==> config.mk <==
export PLATFORM = sky130hd
export DESIGN_NAME = nibble_serial_adder_ctrl
export DESIGN_NICKNAME = d
export VERILOG_FILES = /design/src/rtl/nibble_serial_adder_ctrl_pkg.sv /design/src/rtl/nibble_serial_adder_ctrl_nibble_adder_ci.sv /design/src/rtl/nibble_serial_adder_ctrl.sv
export SDC_FILE = /design/constraint.sdc
export NUM_CORES = 1
export LEC_CHECK = 0
export CORE_UTILIZATION = 45
export CTS_CLUSTER_SIZE = 25
export DETAILED_ROUTE_END_ITERATION = 16
export MAX_ROUTING_LAYER = met4
export PLACE_DENSITY = 0.73
export SYNTH_ARGS = -nofsm -noshare
export SYNTH_HDL_FRONTEND = slang
export SYNTH_SLANG_ARGS = --single-unit
export TNS_END_PERCENT = 1
==> constraint.sdc <==
create_clock -name clk -period 4.88 [get_ports clk]
set_input_delay 1.22 -clock clk [delete_from_list [all_inputs] [get_ports clk]]
set_output_delay 1.22 -clock clk [all_outputs]
set_load 0.05 [all_outputs]
==> src/rtl/nibble_serial_adder_ctrl_pkg.sv <==
// Shared definitions for the nibble-serial adder controller.
//   state_e : controller state encoding (2'b11 is unused and recovers to IDLE)
//   NIB_W   : width of the shared adder slice in bits
package nibble_serial_adder_ctrl_pkg;

  localparam int unsigned NIB_W = 4;

  typedef enum logic [1:0] {
    ST_IDLE = 2'b00,
    ST_RUN  = 2'b01,
    ST_DONE = 2'b10
  } state_e;

endpackage

==> src/rtl/nibble_serial_adder_ctrl_nibble_adder_ci.sv <==
// Combinational ripple adder slice with carry-in, built from full-adder cells.
//   full_adder      : a, b, ci -> s, co (1-bit cell)
//   nibble_adder_ci : A[3:0], B[3:0], Cin -> Sum[3:0], Cout
module full_adder (
  input  logic a,
  input  logic b,
  input  logic ci,
  output logic s,
  output logic co
);
  assign s  = a ^ b ^ ci;
  assign co = (a & b) | (ci & (a ^ b));
endmodule

module nibble_adder_ci
  import nibble_serial_adder_ctrl_pkg::*;
(
  input  logic [NIB_W-1:0] A,
  input  logic [NIB_W-1:0] B,
  input  logic             Cin,
  output logic [NIB_W-1:0] Sum,
  output logic             Cout
);
  logic [NIB_W:0] c;

  assign c[0] = Cin;

  for (genvar i = 0; i < NIB_W; i++) begin : g_fa
    full_adder u_fa (
      .a  (A[i]),
      .b  (B[i]),
      .ci (c[i]),
      .s  (Sum[i]),
      .co (c[i+1])
    );
  end

  assign Cout = c[NIB_W];
endmodule

==> src/rtl/nibble_serial_adder_ctrl.sv <==
// Nibble-serial adder controller: computes {Co,S} = X + Y + Ci one 4-bit
// nibble per clock (LSB first) through a single shared ripple slice.
//   clk, rst  : rising-edge clock, synchronous active-high reset
//   start     : request a new addition (sampled only when not busy)
//   X, Y, Ci  : operands and carry-in, latched on an accepted start
//   busy      : high while nibbles are being computed
//   done      : one-cycle pulse, S and Co valid
//   S, Co     : sum register and final carry-out
module nibble_serial_adder_ctrl
  import nibble_serial_adder_ctrl_pkg::*;
#(
  parameter int unsigned W = 16
) (
  input  logic         clk,
  input  logic         rst,
  input  logic         start,
  input  logic [W-1:0] X,
  input  logic [W-1:0] Y,
  input  logic         Ci,
  output logic         busy,
  output logic         done,
  output logic [W-1:0] S,
  output logic         Co
);

  localparam int unsigned NIB   = W / NIB_W;
  localparam int unsigned IDX_W = $clog2(NIB);
  localparam logic [IDX_W-1:0] LAST_IDX = IDX_W'(NIB - 1);

  if ((W % NIB_W) != 0 || W < 8) begin : g_bad_w
    $fatal(1, "nibble_serial_adder_ctrl: W must be a multiple of 4 and >= 8");
  end

  state_e                        state_q;
  logic [NIB-1:0][NIB_W-1:0]     x_q, y_q, s_q;
  logic                          carry_q;
  logic [IDX_W-1:0]              idx_q;
  logic                          busy_q, done_q, co_q;

  logic [NIB_W-1:0]              slice_sum;
  logic                          slice_co;

  nibble_adder_ci u_slice (
    .A    (x_q[idx_q]),
    .B    (y_q[idx_q]),
    .Cin  (carry_q),
    .Sum  (slice_sum),
    .Cout (slice_co)
  );

  always_ff @(posedge clk) begin
    if (rst) begin
      state_q <= ST_IDLE;
      x_q     <= '0;
      y_q     <= '0;
      s_q     <= '0;
      carry_q <= 1'b0;
      idx_q   <= '0;
      busy_q  <= 1'b0;
      done_q  <= 1'b0;
      co_q    <= 1'b0;
    end else begin
      done_q <= 1'b0;
      case (state_q)
        // DONE accepts a new start exactly like IDLE so back-to-back
        // operations run without a bubble cycle.
        ST_IDLE, ST_DONE: begin
          if (start) begin
            x_q     <= X;
            y_q     <= Y;
            carry_q <= Ci;
            idx_q   <= '0;
            s_q     <= '0;
            co_q    <= 1'b0;
            busy_q  <= 1'b1;
            state_q <= ST_RUN;
          end else begin
            busy_q  <= 1'b0;
            state_q <= ST_IDLE;
          end
        end
        ST_RUN: begin
          s_q[idx_q] <= slice_sum;
          carry_q    <= slice_co;
          // idx is held on the last step rather than wrapped; it is
          // cleared again on the next accept.
          if (idx_q == LAST_IDX) begin
            co_q    <= slice_co;
            busy_q  <= 1'b0;
            done_q  <= 1'b1;
            state_q <= ST_DONE;
          end else begin
            idx_q   <= idx_q + 1'b1;
          end
        end
        default: begin
          busy_q  <= 1'b0;
          state_q <= ST_IDLE;
        end
      endcase
    end
  end

  assign busy = busy_q;
  assign done = done_q;
  assign S    = s_q;
  assign Co   = co_q;

endmodule

# Yosys cells after proc, flatten, opt, wreduce, memory -nomap -nowiden
# Index checks and enable logic that the tools add are counted.
# totals
register_bits	56
out_inout_bits	19
wordCells	81
inputBits	36
# op_classes
add_sub_neg	1
order_cmp	2
n_bitwise	21
n_reduce_logical	9
mux	24
n_eq_ne	6
# op_table
cell	n
$pmux W16 S2	1
$bmux W4 S2	2
$bwmux W16	1
$mux W16	1
$mux W4	3
$and A1 B1 Y1	8
$demux W4 S2	1
$pmux W2 S2	2
$xor A1 B1 Y1	8
$mux W1	7
$mux W2	3
$ne A2 B2 Y1 const B	3
$pmux W1 S2	3
$reduce_and A3 Y1	2
$eq A2 B2 Y1 const B	2
$or A1 B1 Y1	4
$reduce_and A2 Y1	2
$reduce_or A2 Y1	2
$lt A2 B3 Y1 const B	1
$add A2 B1 Y2 const B	1
$eq A2 B1 Y1 const B	1
$ge A2 B1 Y1 const B	1
$logic_not A2 Y1	1
$reduce_bool A2 Y1	1
other kinds (2)	2

# Logic depth before layout (Yosys ltp)
# Gate-level depths: netlist of the first run.
# depth
depth_word	13
mapped_depth	12

# By module
# Synthesis of the first run repeated with hierarchy kept, for this count alone.
# hier_totals
hier_cells	270
area_unflattened_um2	2386.0
# by_module_without_submodules
module	seq_area_each_um2	instances	area_per_inst_um2	cells_each
nibble_serial_adder_ctrl	1121.1	1	2306.0	266
full_adder	0.0	4	20.0	1

# Worst setup path before layout of the first run
# Ideal clock, no wire load.
# synth_timing
path_type	register to register
from	reg idx_q[0]
to	reg carry_q
path_stages_with_launch	13
t_arrival_ns	2.585
path_buffers	1
setup_ns	0.122
path_slack_ns	2.173
path_cell_list	dfxtp_1 buf_2 mux4_2 inv_1 fa_1 inv_1 fa_1 inv_1 fa_1 inv_1 fa_1 a32oi_1 a21oi_1
# synth_via
elab_chain_len	12
# synth_rtl
item	line_no	source
start, declared	nibble_serial_adder_ctrl.sv:37	logic [IDX_W-1:0] idx_q;
start signal, assigned	nibble_serial_adder_ctrl.sv:93	idx_q <= idx_q + 1'b1;
$bmux W4 S2, on equally long branches	nibble_serial_adder_ctrl.sv:44, nibble_serial_adder_ctrl.sv:45	
$mux W4, on equally long branches	nibble_serial_adder_ctrl.sv:44, nibble_serial_adder_ctrl.sv:45	
$xor A1 B1 Y1	nibble_serial_adder_ctrl_nibble_adder_ci.sv:12	assign co = (a & b) | (ci & (a ^ b));
$and A1 B1 Y1	nibble_serial_adder_ctrl_nibble_adder_ci.sv:12	
$or A1 B1 Y1	nibble_serial_adder_ctrl_nibble_adder_ci.sv:12	
$and A1 B1 Y1	nibble_serial_adder_ctrl_nibble_adder_ci.sv:12	
$or A1 B1 Y1	nibble_serial_adder_ctrl_nibble_adder_ci.sv:12	
$and A1 B1 Y1	nibble_serial_adder_ctrl_nibble_adder_ci.sv:12	
$or A1 B1 Y1	nibble_serial_adder_ctrl_nibble_adder_ci.sv:12	
$and A1 B1 Y1	nibble_serial_adder_ctrl_nibble_adder_ci.sv:12	
$or A1 B1 Y1 *	nibble_serial_adder_ctrl_nibble_adder_ci.sv:12	
$pmux W1 S2 *	nibble_serial_adder_ctrl.sv:64	case (state_q)
end signal, assigned	nibble_serial_adder_ctrl.sv:71	carry_q <= Ci;
end signal, assigned	nibble_serial_adder_ctrl.sv:84	carry_q <= slice_co;
end, declared	nibble_serial_adder_ctrl.sv:36	logic carry_q;
# Every way passes the cells marked *; elsewhere a longest branch is shown, timed or not. The select of a mux whose other input is x is not followed.
# A chain may end at the register's enable or synchronous reset.

# Worst setup path after layout of the first run
# Ends and elaborated chain as after synthesis.

==> impl_metrics.env, run 1 <==
export IMPL_cts_tree="built"
export IMPL_slew_violations=0
export IMPL_synth_seq_area_share_pct=45.6
export IMPL_cts_setup_buffers=0
export IMPL_antenna_found_initial=0
export IMPL_total_power_uw=948
export IMPL_grt_max_degree=59
export IMPL_max_freq_ghz=0.326
export IMPL_period_minus_slack_ns=3.07
export IMPL_endpoint_kind="flop"
export IMPL_hold_class="reg -> reg"
export IMPL_portBuffers=54
export IMPL_num_vias=1956
export IMPL_slew_headroom_pct=33.9
export IMPL_viasPerCell=5.00
export IMPL_nets=364
export IMPL_clk_latency_ns=0.32
export IMPL_fill_cells=480
export IMPL_hold_violations=0
export IMPL_wl_per_cell_um=12.8
export IMPL_core_area_um2=5170
export IMPL_ys_ff_latch=56
export IMPL_synth_xor_area_share_pct=0
export IMPL_final_common_cell="nand2_1"
export IMPL_die_x_um=75.9
export IMPL_drive_above_1_share_pct=7.17
export IMPL_num_rows=26
export IMPL_finalCritPeriodShare_pct=62.9
export IMPL_setup_violations=0
export IMPL_cp_slowest_cell="dfxtp_1"
export IMPL_post_place_ws_ns=1.78
export IMPL_first_pass_iters=6
export IMPL_routed_wl_mm=4.99
export IMPL_p_int_uw=709
export IMPL_syn_area_per_cell_um2=8.75
export IMPL_numClockSinks=56
export IMPL_ant_nets=0
export IMPL_pwr_share_seq_pct=52.1
export IMPL_min_delay_start="x_q[5]"
export IMPL_ys_types=24
export IMPL_leakagePower_uw=0.00111
export IMPL_start_util_pct=47.5
export IMPL_antennaDiodeCount=0
export IMPL_dieHeight_um=75.9
export IMPL_layout_common_cells="nand2_1, dfxtp_1, clkdlybuf4s50_1"
export IMPL_clkPwrFrac_pct=33.8
export IMPL_clk_pin_slew_worst_paths_ns=0.10
export IMPL_multiInputGateArea_um2=1150
export IMPL_setup_tns_ns=0
export IMPL_p_sw_uw=239
export IMPL_overflow=0
export IMPL_seq_area_um2=1120
export IMPL_dp_hpwl_mm=3.34
export IMPL_final_setup_worst_slack_ns=1.81
export IMPL_cp_max_fo=12
export IMPL_worst_clock_skew_ns=0.0114
export IMPL_area_delta_synth_final_pct=24.8
export IMPL_drv_cap=0
export IMPL_syn_area_um2=2460
export IMPL_synthSimpleGateAreaFrac_pct=22.8
export IMPL_tightest_slew_ns=0.992
export IMPL_powerDensity_nw_per_um2=309
export IMPL_cp_required_ns=5.04
export IMPL_swShare_pct=25.2
export IMPL_drtIter0Drc=82
export IMPL_grt_pass1_vias=1782
export IMPL_grtUsageTotal_pct=19.4
export IMPL_status="finished, final reports clean"
export IMPL_place_gp_congestion=0.755
export IMPL_regToRegStartpoint="idx_q[0]"
export IMPL_drc=0
export IMPL_h_tree_depth=2
export IMPL_reg2reg_setup_slack_ns=1.81
export IMPL_cts_resized=0
export IMPL_rsz0062_at_grt="false"
export IMPL_cts_made_buffers=5
export IMPL_synthCells=281
export IMPL_worstHoldPathCells=2
export IMPL_startpoint_type="flop"
export IMPL_worstPathCellList="mux4_2, inv_1, fa_1, inv_1, fa_1, inv_1, fa_1, inv_1, fa_1, a32oi_1, a21oi_1"
export IMPL_power_frac_comb_pct=14.0
export IMPL_synth_nets=325
export IMPL_r2r_cells=11
export IMPL_hold_buffers=0
export IMPL_muxShareOfSynthArea_pct=7.33
export IMPL_root_buffer="clkbuf_8"
export IMPL_path_class="reg -> reg"
export IMPL_arrival_ns=3.23
export IMPL_peakVddDrop_v=0.000158
export IMPL_critical_path_max_stage_delay_ns=0.72
export IMPL_io_pins=55
export IMPL_critPathLaunch="idx_q[0]"
export IMPL_grt_pass1_wl_mm=8.03
export IMPL_synthAdderAreaFrac_pct=5.30
export IMPL_dieArea_um2=5760
export IMPL_hold_end="x_q[5]"
export IMPL_reg2reg_to="carry_q"
export IMPL_synth_compound_area_share_pct=11.5
export IMPL_clk_path_buf_depth=2
export IMPL_synth_top_family_by_area="simple AND/OR/NAND/NOR gates"
export IMPL_yosys_warnings=0
-- Yosys cell counts --
| library cell | number | share of area (%) |
|---|---|---|
| nand2_1 | 85 | 13 |
| dfxtp_1 | 56 | 46 |
| a21oi_1 | 45 | 9.2 |
| inv_1 | 11 | 1.7 |
| nand3_1 | 11 | 2.2 |
| nand3b_1 | 10 | 3.1 |
| clkbuf_1 | 8 | 1.2 |
| mux4_2 | 8 | 7.3 |
| buf_2 | 7 | 1.4 |
| o21ai_0 | 6 | 1.2 |
| buf_6 | 5 | 2.3 |
| nor2_1 | 5 | 0.76 |
| and3b_1 | 4 | 1.4 |
| fa_1 | 4 | 3.3 |
| ha_1 | 4 | 2.0 |
| buf_4 | 3 | 0.92 |
| nand4b_1 | 2 | 0.71 |
| a211o_1 | 1 | 0.36 |
| a21oi_2 | 1 | 0.36 |
| a32oi_1 | 1 | 0.36 |
| nand2b_1 | 1 | 0.25 |
| nor2b_2 | 1 | 0.36 |
| nor3b_2 | 1 | 0.51 |
| or3b_4 | 1 | 0.46 |
-- stage by stage --
stage	hold WS, ns	instance area, um2	util (%)	instances
after floorplan	0.433	2460	-	281
after global placement	0.442	2950	57.0	383
after detailed placement	0.448	2950	57.0	383
after CTS	0.460	3070	59.3	391
after global routing	0.470	3070	59.3	391
final	0.459	3070	59.3	391
-- layout make-up --
class                      count  area share (%)
inverter                      11            1.35
timing repair buffer          55            17.7
clock inverter                 2            1.26
sequential                    56            36.5
tap                           70            2.85
clock buffer                   6            2.69
multi-input combinational    191            37.6
-- critical path, delay by kind of cell, from the launching register on --
family | cells | cell delay [ns]
adder cells (fa/ha/maj) | 4 | 1.07
flip-flops | 1 | 0.72
multiplexers | 1 | 0.58
AO/OA/AOI/OAI | 2 | 0.28
buffers and inverters | 4 | 0.26
-- flip-flops by register name (all words and copies together), names as in the netlist --
name / flops
S: 16
Co: 1
carry_q: 1
x_q: 16
state_q: 2
busy: 1
idx_q: 2
y_q: 16
done: 1
-- metal layers --
layer,up-vias,track usage (%),wire length [um]
met5,-,-,0
met4,0,6.79,85
met2,43,32.1,2330
li1,1008,-,-
met1,897,23.4,2400
met3,8,3.97,183
-- power groups by stage --
stage	Combinational [uW]	Clock, uW	Sequential (uW)
6_report	133	321	494
3_3_place_gp	132	0	505
3_5_place_dp	134	0	505
4_1_cts	135	324	495
2_1_floorplan	88.3	0	506
5_1_grt	147	340	498
-- kinds of logic after synthesis --
logic type      count (synthesis)
fa+ha+maj                       8
buf+inv                        34
mux                             8
compound gates                 54
flops                          56
simple gates                  121
-- worst max-delay path by stage --
stage               endpoint  slack (ns)  depth (start not counted)
floorplan            carry_q        2.17                         12
global placement        S[3]        1.92                         11
detailed placement   carry_q        1.78                         11
CTS                  carry_q        1.76                         11
global route         carry_q        1.58                         11
finish               carry_q        1.81                         11
No activity file was read; power rests on OpenSTA's default activity.
==> inputs of run 2 (changes only) <==
PLACE_DENSITY = 0.75   (was 0.73)
clock period = 2.7 ns   (was 4.88 ns; I/O delays follow)
==> run 2 against run 1 <==
  * Global-route usage grew 0.30 points
  * Sequential share of layout area shrank 0.73 points
  * Utilization grew 1.5 points
  * Total power grew 78%
  * Worst hold slack gained 0.0034 ns
  * Combinational power grew 100%
  * Worst setup slack lost 1.7 ns
  * Clock-buffer cell count shrank 1
  * Clock skew grew 0.0018 ns
  * Largest power group unchanged
==> impl_metrics.env, run 2 (same netlist as run 1, synthesis figures left out) <==
export IMPL_antenna_found_initial=0
export IMPL_layout_common_cells="nand2_1, dfxtp_1, clkdlybuf4s50_1"
export IMPL_cp_max_fo=4
export IMPL_grt_pass1_vias=1831
export IMPL_antennaDiodeCount=0
export IMPL_hold_class="reg -> reg"
export IMPL_leakagePower_uw=0.00115
export IMPL_num_rows=26
export IMPL_nets=373
export IMPL_final_common_cell="nand2_1"
export IMPL_numClockSinks=56
export IMPL_root_buffer="clkbuf_8"
export IMPL_critical_path_max_stage_delay_ns=0.55
export IMPL_cp_required_ns=2.95
export IMPL_final_cells=400
export IMPL_drv_cap=0
export IMPL_start_util_pct=47.5
export IMPL_grtUsageTotal_pct=19.7
export IMPL_setup_violations=0
export IMPL_dieHeight_um=75.9
export IMPL_final_util_pct=60.8
export IMPL_timing_hold_ws_ns=0.463
export IMPL_first_pass_iters=4
export IMPL_cts_tree="built"
export IMPL_ant_nets=0
export IMPL_final_setup_worst_slack_ns=0.101
export IMPL_period_minus_slack_ns=2.60
export IMPL_multiInputGateArea_um2=1160
export IMPL_path_buf_inv=4
export IMPL_cts_setup_buffers=0
export IMPL_drc=0
export IMPL_core_area_um2=5170
export IMPL_crit_top_cell="inv_1"
export IMPL_overflow=0
export IMPL_post_route_cell_area_um2=3140
export IMPL_hold_violations=0
export IMPL_wl_per_cell_um=12.7
export IMPL_tightest_slew_ns=0.558
export IMPL_drtIter0Drc=123
export IMPL_h_tree_depth=2
export IMPL_path_class="reg -> reg"
export IMPL_worst_clock_skew_ns=0.0132
export IMPL_powerDensity_nw_per_um2=537
export IMPL_area_delta_synth_final_pct=28.0
export IMPL_dp_hpwl_mm=3.68
export IMPL_endpoint_kind="flop"
export IMPL_max_freq_ghz=0.385
export IMPL_clk_latency_ns=0.31
export IMPL_reg2reg_setup_slack_ns=0.10
export IMPL_finalCritPeriodShare_pct=96.3
export IMPL_clk_pin_slew_worst_paths_ns=0.10
export IMPL_num_vias=2016
export IMPL_grt_pass1_wl_mm=8.20
export IMPL_place_inst=392
export IMPL_path_delay_family="adder cells"
export IMPL_slew_violations=0
export IMPL_grt_max_degree=31
export IMPL_cp_slowest_cell="fa_2"
export IMPL_portBuffers=54
export IMPL_status="finished, final reports clean"
export IMPL_dieArea_um2=5760
export IMPL_cts_made_buffers=5
export IMPL_arrival_ns=2.85
export IMPL_clk_path_buf_depth=2
export IMPL_drive_above_1_share_pct=11.2
export IMPL_place_gp_congestion=0.851
export IMPL_slew_headroom_pct=62.8
export IMPL_worstPathCellList="mux4_2, inv_1, fa_1, inv_1, fa_1, inv_1, fa_1, inv_1, fa_2, nand2_1, a21oi_2"
export IMPL_die_x_um=75.9
export IMPL_seq_area_um2=1130
export IMPL_post_dp_cell_area_um2=3010
export IMPL_io_pins=55
export IMPL_post_place_ws_ns=0.0618
export IMPL_routed_wl_mm=5.06
export IMPL_startpoint_type="flop"
export IMPL_viasPerCell=5.04
export IMPL_fill_cells=449
export IMPL_peakVddDrop_v=0.000275
[run 2: layer usage]
metal / wire [um] / share of wire (%) / vias to the layer above / global-route usage [%]
met5: 0 / 0 / - / -
met4: 40 / 0.79 / 0 / 6.38
met3: 186 / 3.7 / 4 / 3.57
met2: 2490 / 49 / 48 / 31.8
met1: 2350 / 46 / 940 / 24.9
li1: - / - / 1024 / -
[run 2: final cells by class]
type	instances	share of cell area (%)
clock inverter	3	1.35
inverter	11	1.31
timing repair buffer	64	19.5
sequential	56	35.8
multi-input combinational	191	37.0
clock buffer	5	2.19
tap	70	2.79
[run 2: report_power, final]
part           internal, uW  switching, uW
Clock                   275            264
Sequential              863           19.8
Combinational           127            141
[run 2: path summary, 6_finish.rpt]
| path | startpoint | to | depth (start not counted) |
|---|---|---|---|
| max | idx_q[1] | S[3] | 11 |
| max reg2reg | idx_q[1] | S[3] | 11 |
| min | x_q[6] | x_q[6] | 2 |
| min reg2reg | x_q[6] | x_q[6] | 2 |
[run 2: worst reg2reg max path, cell delays in order (launching register included)]
cell	delay, ns
dfxtp_4	0.37
mux4_2	0.48
inv_1	0.09
fa_1	0.16
inv_1	0.05
fa_1	0.35
inv_1	0.08
fa_1	0.16
inv_1	0.05
fa_2	0.55
nand2_1	0.08
a21oi_2	0.12
[run 2: through the flow]
step                power (uW)  setup TNS [ns]
floorplan                 1080               0
global placement          1160               0
detailed placement        1170               0
CTS                       1700               0
global route              1770         -0.0565
finish                    1690               0
[run 2: timing repair]
action,CTS,global route
hold endpoints to repair,0,0
hold buffers,0,0
endpoints found under the setup margin,0,7
resized for setup,0,7
